File: src/rtl/spin_phase_sampler_pkg.sv
// Shared definitions for the spin phase sampler: FSM encodings, readout bit
// positions and the majority-vote spin decision.
package spin_phase_sampler_pkg;

   typedef enum logic [1:0] {
      SPS_IDLE  = 2'd0,
      SPS_FLUSH = 2'd1,
      SPS_COUNT = 2'd2,
      SPS_DONE  = 2'd3
   } sps_state_t;

   localparam int SPS_SPIN_BIT = 0;
   localparam int SPS_DONE_BIT = 1;
   localparam int SPS_BUSY_BIT = 2;
   localparam int SPS_CNT_LSB  = 16;

   // Spin is 1 when at least half of the window agreed; an exact tie gives 1.
   function automatic logic sps_decide(input logic [15:0] cnt, input int unsigned win);
      return ({1'b0, cnt, 1'b0} >= 18'(win));
   endfunction

endpackage

File: src/rtl/spin_phase_sampler_if.sv
// Per-cell register slot: write strobe/data in, status readback out.
interface spin_phase_sampler_if;
   logic        wready;
   logic        wr_addr_match;
   logic [31:0] wdata;
   logic [31:0] rdata;

   modport master (output wready, output wr_addr_match, output wdata, input rdata);
   modport slave  (input wready, input wr_addr_match, input wdata, output rdata);
endinterface

File: src/rtl/spin_phase_sampler_bit_synchronizer.sv
// Multi-flop synchronizer for one asynchronous level; flops clear on reset.
module spin_phase_sampler_bit_synchronizer #(
   parameter int STAGES = 2
) (
   input  logic clk,
   input  logic i_rstn,
   input  logic i_d,
   output logic o_q
);

`ifndef SIM
   (* ASYNC_REG = "TRUE", dont_touch = "true" *) logic [STAGES-1:0] r_sync;
`else
   logic [STAGES-1:0] r_sync;
`endif

   always_ff @(posedge clk) begin
      if (!i_rstn) r_sync <= '0;
      else         r_sync <= {r_sync[STAGES-2:0], i_d};
   end

   assign o_q = r_sync[STAGES-1];

endmodule

File: src/rtl/spin_phase_sampler.sv
// Readout stage for one oscillator cell: counts clk cycles where the cell output
// agrees with the reference over a fixed window and latches a majority spin.
//
//  state | meaning
//  IDLE  | waiting for a start write
//  FLUSH | draining stale synchronizer contents (SYNC_STAGES cycles)
//  COUNT | accumulating phase agreement over WINDOW_CYCLES samples
//  DONE  | spin latched, result readable until start or clear
module spin_phase_sampler
   import spin_phase_sampler_pkg::*;
#(
   parameter int WINDOW_CYCLES = 1024,
   parameter int SYNC_STAGES   = 2
) (
   input  logic                 clk,
   input  logic                 axi_rstn,
   input  logic                 osc_in,
   input  logic                 ref_in,
   spin_phase_sampler_if.slave  bus
);

   localparam logic [1:0]  FLUSH_LAST = 2'(SYNC_STAGES - 1);
   localparam logic [15:0] WIN_LAST   = 16'(WINDOW_CYCLES - 1);

   sps_state_t  r_state;
   sps_state_t  w_next_state;
   logic [1:0]  r_flush_cnt;
   logic [15:0] r_win_cnt;
   logic [15:0] r_match_cnt;
   logic        r_spin;

   logic        w_osc_s;
   logic        w_ref_s;
   logic        w_match;
   logic        w_wr;
   logic        w_start;
   logic        w_clear;
   logic        w_flush_last;
   logic        w_win_last;
   logic [15:0] w_match_next;
   logic [31:0] w_rdata;
   logic        w_unused_wdata;

   spin_phase_sampler_bit_synchronizer #(.STAGES(SYNC_STAGES)) u_sync_osc (
      .clk    (clk),
      .i_rstn (axi_rstn),
      .i_d    (osc_in),
      .o_q    (w_osc_s)
   );

   spin_phase_sampler_bit_synchronizer #(.STAGES(SYNC_STAGES)) u_sync_ref (
      .clk    (clk),
      .i_rstn (axi_rstn),
      .i_d    (ref_in),
      .o_q    (w_ref_s)
   );

   assign w_wr           = bus.wready & bus.wr_addr_match;
   assign w_start        = bus.wdata[0];
   assign w_clear        = bus.wdata[1];
   assign w_unused_wdata = &{1'b0, bus.wdata[31:2]};
   assign w_match        = (w_osc_s == w_ref_s);
   assign w_flush_last   = (r_flush_cnt == FLUSH_LAST);
   assign w_win_last     = (r_win_cnt == WIN_LAST);
   assign w_match_next   = r_match_cnt + {15'd0, w_match};

   always_ff @(posedge clk) begin
      if (!axi_rstn) r_state <= SPS_IDLE;
      else           r_state <= w_next_state;
   end

   always_comb begin
      w_next_state = r_state;
      if (w_wr && w_clear) begin
         w_next_state = SPS_IDLE;
      end else begin
         case (r_state)
            SPS_IDLE:  if (w_wr && w_start) w_next_state = SPS_FLUSH;
            SPS_FLUSH: if (w_flush_last)    w_next_state = SPS_COUNT;
            SPS_COUNT: if (w_win_last)      w_next_state = SPS_DONE;
            SPS_DONE:  if (w_wr && w_start) w_next_state = SPS_FLUSH;
            default:                        w_next_state = SPS_IDLE;
         endcase
      end
   end

   // Counters and the spin latch; clear wins over start in the same write.
   always_ff @(posedge clk) begin
      if (!axi_rstn) begin
         r_flush_cnt <= '0;
         r_win_cnt   <= '0;
         r_match_cnt <= '0;
         r_spin      <= 1'b0;
      end else if (w_wr && w_clear) begin
         r_flush_cnt <= '0;
         r_win_cnt   <= '0;
         r_match_cnt <= '0;
         r_spin      <= 1'b0;
      end else begin
         case (r_state)
            SPS_IDLE, SPS_DONE: begin
               if (w_wr && w_start) begin
                  r_flush_cnt <= '0;
                  r_win_cnt   <= '0;
                  r_match_cnt <= '0;
               end
            end
            SPS_FLUSH: begin
               r_flush_cnt <= w_flush_last ? 2'd0 : r_flush_cnt + 2'd1;
            end
            SPS_COUNT: begin
               r_match_cnt <= w_match_next;
               if (w_win_last) begin
                  r_win_cnt <= '0;
                  r_spin    <= sps_decide(w_match_next, WINDOW_CYCLES);
               end else begin
                  r_win_cnt <= r_win_cnt + 16'd1;
               end
            end
            default: ;
         endcase
      end
   end

   always_comb begin
      w_rdata                             = '0;
      w_rdata[SPS_SPIN_BIT]               = r_spin;
      w_rdata[SPS_DONE_BIT]               = (r_state == SPS_DONE);
      w_rdata[SPS_BUSY_BIT]               = (r_state == SPS_FLUSH) || (r_state == SPS_COUNT);
      w_rdata[SPS_CNT_LSB +: 16]          = r_match_cnt;
   end

   assign bus.rdata = w_rdata;

endmodule
File: src/flat_wrapper.sv
// flat-port wrapper written by rule: the top's interface ports become plain ports
module spin_phase_sampler_flat import spin_phase_sampler_pkg::*;
#(
   parameter int WINDOW_CYCLES = 1024,
   parameter int SYNC_STAGES   = 2
)
  (clk, axi_rstn, osc_in, ref_in, bus_wready, bus_wr_addr_match, bus_wdata, bus_rdata);
  spin_phase_sampler_if bus_i ();
  input  logic clk;
  input  logic axi_rstn;
  input  logic osc_in;
  input  logic ref_in;
  input wire logic [$bits(bus_i.wready)-1:0] bus_wready;
  input wire logic [$bits(bus_i.wr_addr_match)-1:0] bus_wr_addr_match;
  input wire logic [$bits(bus_i.wdata)-1:0] bus_wdata;
  output wire logic [$bits(bus_i.rdata)-1:0] bus_rdata;
  assign bus_i.wready = bus_wready;
  assign bus_i.wr_addr_match = bus_wr_addr_match;
  assign bus_i.wdata = bus_wdata;
  assign bus_rdata = bus_i.rdata;
  spin_phase_sampler #(.WINDOW_CYCLES(WINDOW_CYCLES), .SYNC_STAGES(SYNC_STAGES)) u_core (.clk(clk), .axi_rstn(axi_rstn), .osc_in(osc_in), .ref_in(ref_in), .bus(bus_i));
endmodule
File: config.mk
export PLATFORM = sky130hd
export DESIGN_NAME = spin_phase_sampler_flat
export DESIGN_NICKNAME = d
export VERILOG_FILES = /design/src/rtl/spin_phase_sampler_pkg.sv /design/src/rtl/spin_phase_sampler_if.sv /design/src/rtl/spin_phase_sampler_bit_synchronizer.sv /design/src/rtl/spin_phase_sampler.sv /design/src/flat_wrapper.sv
export SDC_FILE = /design/constraint.sdc
export NUM_CORES = 1
export LEC_CHECK = 0
export BUFFER_PORTS_ARGS = -buffer_cell sky130_fd_sc_hd__clkbuf_2
export CAP_MARGIN = 10
export CORE_MARGIN = 2
export CORE_UTILIZATION = 33
export CTS_BUF_LIST = sky130_fd_sc_hd__clkbuf_4 sky130_fd_sc_hd__clkbuf_8
export DETAILED_ROUTE_END_ITERATION = 12
export GPL_TIMING_DRIVEN = 0
export HOLD_SLACK_MARGIN = 0.03
export REMOVE_ABC_BUFFERS = 1
export SLEW_MARGIN = 20
export SYNTH_ARGS = -nofsm -noshare
export SYNTH_HDL_FRONTEND = slang
export SYNTH_SLANG_ARGS = --single-unit
File: constraint.sdc
create_clock -name clk -period 3.13 [get_ports clk]
set_input_delay 0.626 -clock clk [delete_from_list [all_inputs] [get_ports clk]]
set_output_delay 0.626 -clock clk [all_outputs]
set_load 0.02 [all_outputs]
# Word-level counts from Yosys, hierarchy flattened
# Cells that the tools add are included.
[word_totals]
reg_bits = 41
in_bits = 38
[classes]
reduce_logical = 12
n_bitwise = 2
magnitude_cmp = 1
addsub = 3
muxes = 11
eq_ne = 9
[ops]
columns = ["cell", "count"]
rows = [
  ["16-bit one-hot mux with 2 select lines", 2],
  ["16-bit 2-to-1 mux", 2],
  ["17-bit by 11-bit greater-or-equal comparator with 1-bit output (second input constant)", 1],
  ["16-bit by 1-bit adder with 16-bit output", 1],
  ["16-bit by 1-bit adder with 16-bit output (second input constant)", 1],
  ["16-bit by 10-bit equality test with 1-bit output (second input constant)", 1],
  ["2-bit 2-to-1 mux", 5],
  ["2-bit by 1-bit inequality test with 1-bit output (second input constant)", 3],
  ["2-bit one-hot mux with 3 select lines", 1],
  ["2-bit AND reduction", 3],
  ["2-bit by 1-bit equality test with 1-bit output (second input constant)", 2],
  ["2-bit equality test (second input constant)", 2],
  ["2-bit one-hot mux with 2 select lines", 1],
  ["2-bit nonzero test", 2],
  ["2-bit OR reduction", 2],
  ["3-bit AND reduction", 1],
  ["2-bit by 1-bit adder with 2-bit output (second input constant)", 1],
  ["1-bit logical AND", 2],
  ["2-bit zero test", 1],
  ["1-bit AND", 1],
  ["1-bit equality test", 1],
  ["1-bit logical OR", 1],
  ["1-bit inverter", 1],
]

# Depth between registers and ports, before layout
[logic_depth]
depth_word = 4
depth_mapped = 9

# Hierarchy
# From an unflattened synthesis, not the netlist that was laid out.
[hier_totals]
hier_cells = 265
area_unflattened_um2 = 2185.8
[modules_own_cells]
columns = ["mod", "area_per_inst_um2", "cells_per_inst", "instances"]
rows = [
  ["spin_phase_sampler", 2080.7, 257, 1],
  ["spin_phase_sampler_bit_synchronizer", 52.6, 4, 2],
]

# Worst setup path after synthesis
# No wires, ideal clock.
[synth_path]
kind = "flip-flop to flip-flop"
startpoint = "register u_core.r_state[0]"
endpoint = "register u_core.r_win_cnt[12]"
arrival_ns = 2.127
path_buffers = 0
slack_ns = 0.928
setup_time_ns = 0.075
path_stages_with_launch = 8
required_time_ns = 3.055
synth_period_minus_slack_ns = 2.202
cell_sequence = "dfxtp_1 -> inv_1 -> ha_1 -> inv_1 -> o21ai_1 -> a21oi_1 -> or3b_2 -> a31oi_1"
[synth_between]
elab_chain_cells = 4
[synth_rtl]
columns = ["item", "line", "rtl"]
rows = [
  ["start: declaration", "spin_phase_sampler.sv:25", "sps_state_t r_state;"],
  ["start signal: assignment", "spin_phase_sampler.sv:69", "else r_state <= w_next_state;"],
  ["2-bit equality test or 2-bit zero test (tied branches)", "spin_phase_sampler.sv:100", "case (r_state)"],
  ["2-bit OR reduction (no line)", "-", ""],
  ["2-bit by 1-bit inequality test with 1-bit output (no line) or 2-bit nonzero test (tied branches)", "-", ""],
  ["2-bit AND reduction (no line)", "-", ""],
  ["end signal: assignment", "spin_phase_sampler.sv:117", "r_win_cnt <= r_win_cnt + 16'd1;"],
  ["end: declaration", "spin_phase_sampler.sv:28", "logic [15:0] r_win_cnt;"],
]
# Several ways; a longest one is shown, not always the timed one.
# A chain may end at the register's enable or synchronous reset.

# Final worst setup path
# Same ends and word-level chain as after synthesis.

==> Implementation_results.wiki <==
{| class="wikitable"
! Metric !! Value
|-
| Maxcap violations || 0
|-
| Register Area || 820.8 µm²
|-
| Post-synthesis sequential element count || 41
|-
| Setup slack of the worst register-to-register path || 0.66 ns
|-
| Run status || finished, final reports clean
|-
| Number of gates given a new drive strength after cts || 0
|-
| Number of distinct library cell variants in the gate-level netlist after synthesis || 50
|-
| CP Class || reg2reg
|-
| Biggest fanout along the worst timing path || 10
|-
| Sum Neg Setup Slack || 0 ns
|-
| Average wire per standard cell || 12.90 µm
|-
| Pre-Repair DR Iteration Count || 4
|-
| Die extent in y || 87.12 µm
|-
| FILL cells || 726
|-
| Power density normalized to cell area || 561.2 nW/µm²
|-
| Prevailing post-synth register cell || sky130_fd_sc_hd__dfxtp_1
|-
| Vias per inst || 5.128
|-
| Remaining max-slew budget at the tightest pin || 37.00%
|-
| Area of combinational cells with multiple inputs || 1354 µm²
|-
| CTS H-Tree Depth || 2
|-
| Worst ir drop on vdd || 0.4051 mV
|-
| CTS sink cnt || 41
|-
| F_max || 405.3 MHz
|-
| Fraction of synthesized cell area taken by the top area cell type || 36.00%
|-
| DRT iter0 DRCs || 121
|-
| Antenna diode instance count || 0
|-
| Smallest hold slack || 0.4424 ns
|-
| Standard-cell row count || 30
|-
| Total routing resource utilization after global routing || 13.46%
|-
| Cell accounting for the most synthesized area || sky130_fd_sc_hd__dfxtp_1
|-
| Clock buffer count from CTS || 5
|-
| Post-CTS Repair Setup Buffers || 0
|-
| Post-placement setup slack || 0.6753 ns
|-
| Number of nets with antenna violations after detailed routing || 0
|-
| Number of nets in the final layout || 347
|-
| CTS tree || yes
|-
| Setup slack after layout || 0.6628 ns
|-
| Area Overhead vs Synth || 11.42%
|-
| Hold-fix buffers, CTS || 0
|-
| Total power consumption of the routed design || 0.001425 W
|-
| Final setup violating endpoints || 0
|-
| Dpl hpwl || 3488 µm
|-
| Total standard cell area after synthesis || 2280 µm²
|-
| Share of post-route cells with drive strength above 1 || 14.19%
|-
| Data required time at the worst endpoint || 3.34 ns
|-
| # port buffers || 26
|-
| Clock skew || 0.003161 ns
|-
| Die footprint || 7589 µm²
|-
| DR DRC count || 0
|-
| Leakage dissipation || 0.9685 nW
|-
| Final core utilization || 37.59%
|-
| DIE WIDTH || 87.12 µm
|-
| Placeable core region || 6756 µm²
|-
| Remaining global-route overflow || 0
|-
| Clock slew at reported path FFs || 0.08 ns
|-
| Min Clock Period, post-route || 2.467 ns
|-
| Final hold violations || 0
|-
| Proportion of synthesized chip area in sequential cells || 36.00%
|-
| Max-slew violation total from the final report || 0
|-
| Number of global-route vias before repair || 1677
|-
| Actual transition at the worst max-transition pin || 0.9440 ns
|-
| Largest buffer count on any clock path || 2
|-
| WL final || 4942 µm
|-
| Share of the clock period used by the worst path after layout || 78.82%
|-
| Global placer's final weighted congestion || 0.8274
|-
| Source-to-sink clock delay at the later pin of the worst-skew pair || 0.29 ns
|-
| Cell types with the highest counts after synthesis || sky130_fd_sc_hd__dfxtp_1 (41), sky130_fd_sc_hd__nor2_1 (33), sky130_fd_sc_hd__nand2_1 (22)
|-
| Total vias in the final route || 1964
|-
| Largest net degree at the start of global routing || 22
|-
| Initial Util || 33.74%
|-
| Biggest area contributors in the synthesized netlist || sky130_fd_sc_hd__dfxtp_1 (36%), sky130_fd_sc_hd__nor2_1 (5.4%), sky130_fd_sc_hd__a21oi_1 (4.6%)
|-
| Synth Area per Inst || 8.171 µm²
|-
| Number of cells produced by synthesis || 279
|-
| Crit path capture type || flip-flop
|-
| Syn. warnings || 0
|-
| First-pass GRT wire length || 8148 µm
|-
| Unrepaired setup endpoints after global routing || no
|-
| Number of placed I/O pins || 70
|-
| Cell chosen for the clock root || sky130_fd_sc_hd__clkbuf_8
|-
| Fraction of registers with async set/reset || 0%
|-
| Crit path DAT || 2.68 ns
|-
| Most frequently used cell type in the post-synthesis netlist || sky130_fd_sc_hd__dfxtp_1
|-
| Tightest Hold Check Type || reg2reg
|-
| Number of enable-type register cells in the synthesized netlist || 0
|-
| Startpoint class of the critical path || flip-flop
|-
| Antenna violations before repair || 0
|}
where the power goes:
part	switching [W]	total (W)	internal (W)
Sequential	0.0000215	0.000565	0.000543
Clock	0.000185	0.000454	0.000269
Combinational	0.000283	0.000407	0.000124
logic make-up (layout without fill, tap and decap cells):
family / count (synthesis) / count (layout) / share of synthesized area, %
fa+ha+maj: 7 / 7 / 3.842
compound gates: 57 / 57 / 15.04
buf+inv: 26 / 38 / 6.696
other cells: 1 / 13 / 0.1645
mux: 2 / 2 / 0.8782
simple gates: 127 / 127 / 30.46
xor+xnor: 18 / 18 / 6.915
flops: 41 / 41 / 36.00
final cells by class:
cell class | count | share of cell area (%)
clock buffer | 7 | 3.547
clock inverter | 1 | 1.182
inverter | 4 | 0.5911
multi-input combinational | 224 | 53.30
sequential | 41 | 32.32
tap | 80 | 3.941
timing repair buffer | 26 | 5.123
critical path, stage by stage (launching register included):
cell                      delay [ns]
sky130_fd_sc_hd__dfxtp_1        0.42
sky130_fd_sc_hd__inv_1          0.06
sky130_fd_sc_hd__ha_1           0.37
sky130_fd_sc_hd__inv_1          0.17
sky130_fd_sc_hd__o21ai_1        0.29
sky130_fd_sc_hd__a21oi_1        0.44
sky130_fd_sc_hd__or3b_2         0.48
sky130_fd_sc_hd__a31oi_1        0.16
registers in the layout (all words and copies together), names as in the netlist:
name and count:
u_core.r_win_cnt 16, u_core.r_spin 1, u_core.r_match_cnt 16, u_core.r_flush_cnt 2, u_core.u_sync_osc.r_sync 2, u_core.u_sync_ref.r_sync 2, u_core.r_state 2
routing by layer:
metal / vias to the layer above / track usage, % / part of all wire (%)
met4: 0 / 3.776 / 1.0
met1: 894 / 19.78 / 48
li1: 1015 / - / -
met5: - / 0 / 0
met3: 6 / 3.033 / 5.8
met2: 49 / 19.71 / 45
layout by cell type (no fill, tap or decap), types with 6 or more instances in the layout:
master / instances
sky130_fd_sc_hd__dfxtp_1: 41
sky130_fd_sc_hd__nor2_1: 32
sky130_fd_sc_hd__clkbuf_2: 26
sky130_fd_sc_hd__nand2_1: 22
sky130_fd_sc_hd__a21oi_1: 21
sky130_fd_sc_hd__nand3_1: 13
sky130_fd_sc_hd__o21ai_0: 13
sky130_fd_sc_hd__conb_1: 13
sky130_fd_sc_hd__xnor2_1: 11
sky130_fd_sc_hd__and2_1: 9
sky130_fd_sc_hd__nand4_1: 8
sky130_fd_sc_hd__xor2_1: 7
sky130_fd_sc_hd__ha_1: 7
sky130_fd_sc_hd__nor3_1: 6
sky130_fd_sc_hd__clkbuf_8: 6
final timing paths:
path                                       endpoint                              startpoint  cells past startpoint
max               u_core.r_win_cnt[12]$_SDFFE_PP0P_          u_core.r_state[0]$_SDFFE_PP0P_                      7
min          u_core.u_sync_ref.r_sync[1]$_SDFF_PN0_  u_core.u_sync_ref.r_sync[0]$_SDFF_PN0_                      1
max reg2reg       u_core.r_win_cnt[12]$_SDFFE_PP0P_          u_core.r_state[0]$_SDFFE_PP0P_                      7
min reg2reg  u_core.u_sync_ref.r_sync[1]$_SDFF_PN0_  u_core.u_sync_ref.r_sync[0]$_SDFF_PN0_                      1
through the flow:
stage | instance area, µm² | std cells
floorplan | 2187 | 269
global placement | 2417 | 375
detailed placement | 2420 | 375
CTS | 2540 | 383
global route | 2540 | 383
finish | 2540 | 383
Power figures use the tool's default switching activity.
